### config.mk
export PLATFORM = sky130hd
export DESIGN_NAME = scan_chain_ctrl
export DESIGN_NICKNAME = d
export VERILOG_FILES = /design/src/rtl/scan_chain_ctrl.sv
export SDC_FILE = /design/constraint.sdc
export NUM_CORES = 1
export LEC_CHECK = 0
export BUFFER_PORTS_ARGS = -buffer_cell sky130_fd_sc_hd__buf_2
export CAP_MARGIN = 10
export CORE_MARGIN = 5
export CORE_UTILIZATION = 55
export DETAILED_ROUTE_END_ITERATION = 7
export GPL_TIMING_DRIVEN = 0
export PLACE_DENSITY_LB_ADDON = 0.25
export SLEW_MARGIN = 20
export SYNTH_ARGS = -nofsm -noshare
export SYNTH_HDL_FRONTEND = slang
export SYNTH_SLANG_ARGS = --single-unit
### constraint.sdc
create_clock -name CLK -period 4.47 [get_ports CLK]
set_input_delay 0.2235 -clock CLK [delete_from_list [all_inputs] [get_ports CLK]]
set_output_delay 0.2235 -clock CLK [all_outputs]
set_load 0.05 [all_outputs]
### src/rtl/scan_chain_ctrl.sv
// scan_chain_ctrl: load/capture/unload sequencer for one mux-scan chain with response compare.
// Defining SCAN_CHAIN_CTRL_MISR_EN adds a signature output fed by a MISR over every unloaded bit.
module scan_chain_ctrl #(
   parameter int CHAIN_LEN = 16,
   parameter int NCAP_W    = 3
) (
   input  logic                 CLK,
   input  logic                 RN,
   input  logic                 start,
   input  logic [CHAIN_LEN-1:0] pattern,
   input  logic [CHAIN_LEN-1:0] expect_vec,
   input  logic [NCAP_W-1:0]    ncap,
   input  logic                 SO,
   output logic                 SE,
   output logic                 SI,
   output logic                 busy,
   output logic                 done,
   output logic [CHAIN_LEN-1:0] response,
   output logic                 mismatch
`ifdef SCAN_CHAIN_CTRL_MISR_EN
   ,
   output logic [CHAIN_LEN-1:0] signature
`endif
);
   localparam int CW = $clog2(CHAIN_LEN);
   localparam logic [CW-1:0] LAST = CW'(CHAIN_LEN - 1);

   typedef enum logic [2:0] {IDLE, SHIFT_IN, CAPTURE, SHIFT_OUT, FINISH} state_t;

   state_t               r_state, w_state;
   logic [CW-1:0]        r_cnt, w_cnt;
   logic [NCAP_W-1:0]    r_cap, w_cap, r_ncap, w_ncap;
   logic [CHAIN_LEN-1:0] r_pat, w_pat, r_exp, w_exp, r_shadow, w_shadow, r_resp, w_resp;
   logic                 r_se, w_se, r_si, w_si, r_busy, w_busy, r_done, w_done, r_mis, w_mis;

   always_comb begin
      w_state  = r_state;
      w_cnt    = r_cnt;
      w_cap    = r_cap;
      w_ncap   = r_ncap;
      w_pat    = r_pat;
      w_exp    = r_exp;
      w_shadow = r_shadow;
      w_resp   = r_resp;
      w_mis    = r_mis;
      w_se     = r_se;
      w_si     = r_si;
      w_busy   = r_busy;
      w_done   = 1'b0;
      case (r_state)
         IDLE: if (start) begin
            w_state = SHIFT_IN;
            w_pat   = pattern;
            w_exp   = expect_vec;
            w_ncap  = ncap;
            w_cnt   = '0;
            w_se    = 1'b1;
            w_si    = pattern[0];
            w_busy  = 1'b1;
         end
         SHIFT_IN: if (r_cnt == LAST) begin
            w_state = (r_ncap != '0) ? CAPTURE : SHIFT_OUT;
            w_se    = (r_ncap == '0);
            w_si    = 1'b0;
            w_cnt   = '0;
            w_cap   = '0;
         end else begin
            w_cnt = r_cnt + 1'b1;
            w_si  = r_pat[w_cnt];
         end
         CAPTURE: if (r_cap == r_ncap - 1'b1) begin
            w_state = SHIFT_OUT;
            w_se    = 1'b1;
         end else
            w_cap = r_cap + 1'b1;
         // The sample taken at the edge leaving SHIFT_OUT is folded straight into the published response.
         SHIFT_OUT: begin
            w_shadow[r_cnt] = SO;
            if (r_cnt == LAST) begin
               w_state = FINISH;
               w_se    = 1'b0;
               w_busy  = 1'b0;
               w_done  = 1'b1;
               w_resp  = w_shadow;
               w_mis   = (w_shadow != r_exp);
            end else
               w_cnt = r_cnt + 1'b1;
         end
         FINISH:  w_state = IDLE;
         default: w_state = IDLE;
      endcase
   end

   always_ff @(posedge CLK or negedge RN)
      if (!RN) begin
         r_state  <= IDLE;
         r_cnt    <= '0;
         r_cap    <= '0;
         r_ncap   <= '0;
         r_pat    <= '0;
         r_exp    <= '0;
         r_shadow <= '0;
         r_resp   <= '0;
         r_mis    <= 1'b0;
         r_se     <= 1'b0;
         r_si     <= 1'b0;
         r_busy   <= 1'b0;
         r_done   <= 1'b0;
      end else begin
         r_state  <= w_state;
         r_cnt    <= w_cnt;
         r_cap    <= w_cap;
         r_ncap   <= w_ncap;
         r_pat    <= w_pat;
         r_exp    <= w_exp;
         r_shadow <= w_shadow;
         r_resp   <= w_resp;
         r_mis    <= w_mis;
         r_se     <= w_se;
         r_si     <= w_si;
         r_busy   <= w_busy;
         r_done   <= w_done;
      end

   assign SE       = r_se;
   assign SI       = r_si;
   assign busy     = r_busy;
   assign done     = r_done;
   assign response = r_resp;
   assign mismatch = r_mis;

`ifdef SCAN_CHAIN_CTRL_MISR_EN
   localparam logic [CHAIN_LEN-1:0] POLY = CHAIN_LEN'(1) | (CHAIN_LEN'(1) << (CHAIN_LEN - 1)) | CHAIN_LEN'(2);

   logic [CHAIN_LEN-1:0] r_misr, w_misr, r_sig;

   // Running MISR persists across patterns; the output copy only moves when done rises.
   assign w_misr = (r_state == SHIFT_OUT)
                 ? ({r_misr[CHAIN_LEN-2:0], 1'b0} ^ (r_misr[CHAIN_LEN-1] ? POLY : '0) ^ CHAIN_LEN'(SO))
                 : r_misr;

   always_ff @(posedge CLK or negedge RN)
      if (!RN) begin
         r_misr <= '0;
         r_sig  <= '0;
      end else begin
         r_misr <= w_misr;
         if (w_done) r_sig <= w_misr;
      end

   assign signature = r_sig;
`endif
endmodule
==> out/summary.md, run 1 <==
The total clock buffers created by CTS is 9. In this run, placement finished with an instance count of 550. Setup repair after global routing left no endpoint under its margin.

IR analysis of the VDD net gives a maximum drop of 0.321 mV. For the sink count of the clock tree, the log shows 82. The placed instances occupy a cell area of 4680 um2.

The synthesized-area fraction occupied by xor and xnor cells is 2.48%. After technology mapping, the gate count stands at 389. In this run the power spent charging and discharging nets is 0.00151 W.

Setup total negative slack on the finished layout was measured at 0 ns. Of the post-synthesis cell area, the dominant cell type holds 48.4%. The run gives 0 as the number of setup violations in the final report. Number of placement rows: 32.

Post-CTS repair changed the size of 0 cells. Global routing consumed, over all layers together, 21.5% of the routing resources. From synthesis to final layout, the design area changed by 16.4%.

For this block, the routed nets add up to 9570 um of wire. 0 antenna diodes ended up in the layout. The required time of the critical path was 4.69 ns; the maximum clock frequency was 0.395 GHz. At the end of routability-driven placement, the weighted congestion stood at 0.922. The pre-antenna-repair detailed-routing pass consisted of 4 iterations. The initial utilization of the core area, before any placement, comes to 55.7%. The logic gate share of total power is 46.6%, and the ratio of cells with drive above 1 in the final layout is 30.1%. The run gives 1.94 ns as the setup slack of the critical path after layout. The run gives 0 as the number of maximum-capacitance constraint violations. The detailed router's first-iteration violation count is 263. For the CTS H-tree depth, the log shows 3.

The via count normalized by instance count was 5.57; the post-detailed-route DRC marker count was 0. The run finished with clean final reports. The clock network accounts for 16.8% of the total power. In the synthesized netlist, mux cells make up 17.9% of the area. The pin count of the biggest net entering global routing is 60.

Beginning of the worst register-to-register path: r_cnt[0]. In this run the most critical hold path is launched from ncap[2]. The final route contains 3161 vias. The tools report the number of distinct library cell variants in the gate-level netlist after synthesis as 50. For this design the top-level I/O count stands at 60. The arrival time of data at the critical path endpoint was 2.76 ns; the core area was 7610 um2. The tightest slew margin relative to the limit is 51.0%. After synthesis, the most frequently instantiated cells are 82 x sky130_fd_sc_hd__dfrtp_1, 45 x sky130_fd_sc_hd__nand2_1, 44 x sky130_fd_sc_hd__mux2_2, 28 x sky130_fd_sc_hd__o21ai_0, 20 x sky130_fd_sc_hd__nor2_1. The proportion of total power due to net switching was 40.9%.

Clock latency on the worst-skew pair, taken at its later pin, is 0.35 ns. The type of the worst setup path was reg2reg. On the final layout, the worst clock skew is 0.00984 ns.

The count of input and output buffers works out to 58. The share of synthesized cell area in full adder, half adder and majority cells is 2.36%, and the wire length per cell is 16.9 um. Among all cell types in the netlist, the one instantiated most often is sky130_fd_sc_hd__dfrtp_1. STA classifies the critical path endpoint as a register.

The run gives 16400 um as the global-route wire length before repair. The via count of the first global-routing pass was 3205. Sequential cell area fraction in the yosys report: 48.4%. The tools report the total non-filler cell area in the finished layout as 4930 um2. In the finished design, the share of the clock period the worst path needs comes to 56.6%. The largest total area in the synthesized netlist belongs to sky130_fd_sc_hd__dfrtp_1. The logs give 2.31 nW for the static leakage and 436 for the synthesized netlist net count.

STA classifies the critical path startpoint as a register. Of all flip-flops after synthesis, the portion carrying an async set or reset was 100%. The synthesized design contains 82 register bits. Post-CTS setup-driven buffer insertion count: 0. Cell internal power was estimated by the tool at 0.00218 W. The post-layout minimum cycle time is 2.53 ns. The tightest hold path in the finished design has a slack of 0.0720 ns. The post-synthesis compound-gate area fraction is 8.68%, and the chip height is 97.8 um. Pre-CTS setup slack: 1.99 ns. Tracing the worst setup path back leads to its startpoint at r_cnt[0]. The run gives 2 as the maximum clock insertion buffer count.

For this run, the leading register cell type out of synthesis is sky130_fd_sc_hd__dfrtp_1. For this run, the post-layout net count is 507. The x dimension of the die works out to 97.8 um.

The number of failing hold endpoints at the final stage is 0. The combinational family with the most area after synthesis is multiplexers. Of all nets on the critical path, the largest fanout is 8.

For this run the aggregate overflow at the end of global routing stands at 0. After legalization and detailed placement, the total HPWL measured 7230 um. The mapped netlist covers 4240 um2. For this run, the number of standard cells in the final layout without fillers is 567.

The slew of the pin with the lowest slew margin was 0.729 ns; the fraction of the mapped netlist area in simple logic gates was 16.3%. The mean post-synth cell area is 10.9 um2. Yosys printed 0 warnings. The initial antenna violation count was 0. TritonCTS built the clock tree.

The power per unit of standard cell area is 749 nW/um2, and the count of final max-slew check failures is 0. Sequential cells account for 36.6% of the total power. Path type of the worst min-delay path: in2reg. Ranked by total cell area, the synthesized netlist is headed by sky130_fd_sc_hd__dfrtp_1 48%, sky130_fd_sc_hd__mux2_2 12%, sky130_fd_sc_hd__nand2_1 4.0%. Clock-pin transition on the worst setup and hold timing paths: 0.08 ns. Clock tree synthesis selected as its root buffer the cell sky130_fd_sc_hd__clkbuf_8. In this run the remaining antenna-violating nets after routing total 0. The number of enable-type register cells in the synthesized netlist was 0.

The floorplan die area is 9560 um2.
-- stage by stage --
stage               utilization, %  power (W)
floorplan                        -    0.00262
global placement              61.2    0.00301
detailed placement            61.6    0.00307
CTS                           64.8    0.00370
global route                  64.8    0.00396
finish                        64.8    0.00369
-- worst max-delay path, stage by stage (launching register included) --
cell	delay, ns
sky130_fd_sc_hd__dfrtp_1	0.40
sky130_fd_sc_hd__buf_2	0.20
sky130_fd_sc_hd__inv_1	0.14
sky130_fd_sc_hd__ha_1	0.32
sky130_fd_sc_hd__and3b_1	0.29
sky130_fd_sc_hd__nor3b_1	0.07
sky130_fd_sc_hd__or4_1	0.51
sky130_fd_sc_hd__nor4_1	0.34
sky130_fd_sc_hd__a31oi_1	0.13
-- final cells by class --
type	instances	area [um2]
Inverter	14	52.6
Tap cell	102	128
Multi-Input combinational cell	270	2020
Buffer	23	111
Sequential cell	82	2050
Timing Repair Buffer	60	330
Fill cell	650	2680
Clock inverter	4	72.6
Clock buffer	12	165
-- cells in the final DEF (no fill, tap or decap), types with 4 or more instances in the layout --
cell type,Yosys,final
sky130_fd_sc_hd__ha_1,8,8
sky130_fd_sc_hd__dfrtp_1,82,82
sky130_fd_sc_hd__clkbuf_1,12,12
sky130_fd_sc_hd__mux4_2,5,5
sky130_fd_sc_hd__mux2i_1,15,15
sky130_fd_sc_hd__mux2_2,44,44
sky130_fd_sc_hd__nand4_1,4,4
sky130_fd_sc_hd__nand3_1,12,12
sky130_fd_sc_hd__clkbuf_8,0,12
sky130_fd_sc_hd__nor2b_1,7,7
sky130_fd_sc_hd__xor2_1,11,11
sky130_fd_sc_hd__nand2_1,45,45
sky130_fd_sc_hd__and3b_1,4,4
sky130_fd_sc_hd__nand3b_1,9,9
sky130_fd_sc_hd__o21ai_0,28,28
sky130_fd_sc_hd__buf_2,8,65
sky130_fd_sc_hd__nor3b_1,5,5
sky130_fd_sc_hd__a21oi_1,7,7
sky130_fd_sc_hd__inv_1,14,14
sky130_fd_sc_hd__nor2_1,20,20
-- metal layers --
metal  GRT usage, %  share of wire [%]  vias up
met1           31.6                 47     1534
met2           32.0                 46       98
met4           6.60               0.70        0
met3           4.64                6.5        6
li1               -                  -     1523
met5              0                  0        -
-- state kept, by name, summed over array words and instances, names as in the netlist, 3 cells and up --
name and cells:
response 16, r_pat 16, r_shadow 16, r_exp 16
r_cap 3, r_cnt 4, r_state 3, r_ncap 3
-- repair_timing --
item                                   CTS  global route
setup endpoints to repair                0             0
endpoints found under the hold margin   23             0
hold buffers                             1             0
-- final timing paths --
kind                                     end  slack [ns]  cells after the start
worst min-delay path               r_ncap[2]        0.07                      3
worst max-delay path                mismatch        1.94                      8
max in group asynchronous           r_exp[4]        3.57                      3
worst min register to register  response[15]        0.47                      2
min in group asynchronous          r_ncap[2]        0.32                      2
worst max register to register      mismatch        1.94                      8
-- power by group through the flow --
stage | logic (W) | clock network, W | registers [W]
after floorplan | 0.00108 | 0 | 0.00154
after global placement | 0.00167 | 0 | 0.00134
after detailed placement | 0.00171 | 0 | 0.00136
after CTS | 0.00172 | 0.000630 | 0.00135
after global routing | 0.00189 | 0.000666 | 0.00140
final | 0.00172 | 0.000619 | 0.00135
-- cells by family (layout without fill, tap and decap cells) --
group	Yosys count	count (layout)
muxes	64	64
adders and majority gates	8	8
AOI/OAI and AO/OA	59	59
and+or+nand+nor	127	127
xor gates and xnor gates	12	12
buffers and inverters	37	113
DFF	82	82
(Power assumes the default switching activity.)
==> run 2: changes to the inputs <==
==> constraint.sdc (replaced) <==
create_clock -name CLK -period 2.5 [get_ports CLK]
set_input_delay 0.125 -clock CLK [delete_from_list [all_inputs] [get_ports CLK]]
set_output_delay 0.125 -clock CLK [all_outputs]
set_load 0.05 [all_outputs]
==> run 2 against run 1 <==
Net effect:
- power rose by 80%
- via count rose by 4.4%
- count of clock-buffer cells in the layout did not move
- first-iteration DRC count fell by 12%
- register-to-register slack got worse by 1.9 ns
- clock power rose by 79%
- critical path type unchanged
- setup slack got worse by 1.9 ns
==> out/summary.md, run 2 (synthesis gave the netlist of run 1 again) <==
In this run the clock root is driven by a sky130_fd_sc_hd__clkbuf_8. The required time of the critical path is 2.73 ns, and the via count is 3300. The count of final max-slew check failures was 0; the detailed router's first-iteration violation count was 231.

The CTS H-tree depth is 3. For the total non-filler cell area in the finished layout, the log shows 5220 um2. The longest clock path from root to sink contains 2 buffers. The type of destination of the critical path is a register.

The power per unit of standard cell area is 1270 nW/um2. Summed over all layers, the routed wires come to 9850 um. Leaving out fill and tap cells, the most frequent cell in the layout is sky130_fd_sc_hd__dfrtp_1. The count of input and output buffers is 58, and the static leakage is 2.43 nW.

The fill cell total of the finished layout is 620. The worst setup path is launched from a register. TritonCTS built the clock tree.

The via count of the first global-routing pass is 3279, and the number of stages on the worst hold path is 3. The highest net fanout along the worst path came out at 8. Dividing the detail-routed via count by the number of cells gives 5.55.

The global-route wire length before repair is 16700 um, and the clock latency of the later-clocked register in the worst-skew pair is 0.36 ns. The ratio of cells with drive above 1 in the final layout is 29.0%, and the core area is 7610 um2. Chip height: 97.8 um.

The critical path in this run is classified as reg2reg. Compared with the post-synthesis result, the final layout area differs by 23.2%. The number of maximum-capacitance constraint violations came out at 0.

Path type of the worst min-delay path: in2reg. The floorplan die area was 9560 um2; the final period utilization was 97.7%. Timing would allow up to 0.409 GHz.

The floorplan has 32 rows. After detailed routing, the number of remaining DRC violations is 0. The initial utilization of the core area, before any placement, comes to 55.7%.

Measured in cells, the most critical reg-to-reg path has a length of 8. The pin count of the biggest net entering global routing was 60; the global placer's final weighted congestion was 0.922. Number of failing hold endpoints at the final stage: 0. Clock-pin slew was measured on the worst setup and hold paths at 0.08 ns. Across the VDD grid, the largest voltage drop is 0.575 mV. For this run the aggregate overflow at the end of global routing stands at 0. The number of iterations in the first detailed-routing pass was 4; the post-layout minimum cycle time was 2.44 ns.

The wire-length estimate of the detail-placed layout is 7230 um. 60 I/O pins were placed. Global routing used 22.0% of the available tracks across all layers. Setup repair after global routing left no endpoint under its margin.

The final net count came out at 535. The overall power was 0.00665 W. The logs give 4680 um2 for the placement-stage cell area and 82 for the sink count of the clock tree. The x dimension of the die was 97.8 um. The initial antenna violation count came out at 0.

Number of setup violations in the final report: 0. The wire length per cell is 16.6 um. The top cell types in the final layout, fill and taps aside, are 82 x sky130_fd_sc_hd__dfrtp_1, 65 x sky130_fd_sc_hd__buf_2, 45 x sky130_fd_sc_hd__nand2_1, 44 x sky130_fd_sc_hd__mux2_2, 29 x sky130_fd_sc_hd__dlygate4sd3_1.

The final setup TNS is 0 ns, and the worst-case clock skew is 0.0114 ns. At the pin with the least slew margin, the transition time is 0.735 ns. Post-CTS timing repair inserted 0 buffers for setup. Clock tree synthesis inserted a total of 9 buffers.

The tools report the arrival time of data at the critical path endpoint as 2.68 ns. The run finished with clean final reports. Count of nets left with antenna violations after detail routing: 0.

The run gives 0 as the number of inserted diodes. The tightest slew margin relative to the limit was 50.6%.
-- run 2: changes by cell type in the layout (fill, tap and decap cells not counted), sizes merged --
cell / before / now
dlygate4sd3: 1 / 29
-- run 2: critical path, stage by stage, from the launching register on --
cell and delay, ns:
sky130_fd_sc_hd__dfrtp_1 0.40, sky130_fd_sc_hd__buf_2 0.20, sky130_fd_sc_hd__inv_1 0.15, sky130_fd_sc_hd__ha_2 0.27, sky130_fd_sc_hd__and3b_2 0.25, sky130_fd_sc_hd__nor3b_1 0.06
sky130_fd_sc_hd__or4_1 0.51, sky130_fd_sc_hd__nor4_1 0.34, sky130_fd_sc_hd__a31oi_1 0.13
-- run 2: cell type report --
cell class	count	area, um2	area share, %
flip-flops and latches	82	2050	39.3
multi-input cells	270	2020	38.8
repair buffers	88	611	11.7
clock buffers	12	165	3.17
well taps	102	128	2.45
plain buffers	23	113	2.16
clock inverters	4	72.6	1.39
inverters	14	52.6	1.01
-- run 2: stage by stage --
step | std cells | hold WS (ns) | setup slack, ns | utilization, %
2_1_floorplan | 389 | -0.171 | 0.383 | -
5_1_grt | 595 | 0.000233 | 0.0235 | 68.6
3_3_place_gp | 549 | 0.331 | 0.0920 | 61.2
6_report | 595 | 0.000665 | 0.0565 | 68.6
3_5_place_dp | 550 | 0.0536 | 0.0183 | 61.6
4_1_cts | 595 | 0.00136 | 0.0544 | 68.6
-- run 2: what timing repair did --
item / 4_1_cts / 5_1_grt
endpoints found under the hold margin: 51 / 0
hold buffers: 29 / 0
resized for setup: 1 / 3
endpoints found under the setup margin: 1 / 1
-- run 2: metal layers --
metal | vias to the layer above | global-route usage [%] | routed length (um)
met5 | - | 0 | 0
met4 | 0 | 6.60 | 117
met3 | 9 | 4.50 | 562
met2 | 105 | 32.9 | 4420
met1 | 1604 | 32.4 | 4750
li1 | 1582 | - | -
-- run 2: path summary, 6_finish.rpt --
| path | from | to | slack [ns] |
|---|---|---|---|
| worst min register to register | response[15] | response[15] | 0.48 |
| min in group asynchronous | RN | r_cap[0] | 0.22 |
| worst max-delay path | r_cnt[0] | mismatch | 0.06 |
| worst max register to register | r_cnt[0] | mismatch | 0.06 |
| worst min-delay path | expect_vec[15] | r_exp[15] | 0.0007 |
| max in group asynchronous | RN | r_exp[6] | 1.70 |
-- run 2: power breakdown --
| group | total (W) | switching (W) | internal (W) |
|---|---|---|---|
| clock | 0.00111 | 0.000471 | 0.000643 |
| sequential | 0.00242 | 0.000480 | 0.00194 |
| combinational | 0.00312 | 0.00176 | 0.00136 |
| total | 0.00665 | 0.00271 | 0.00394 |
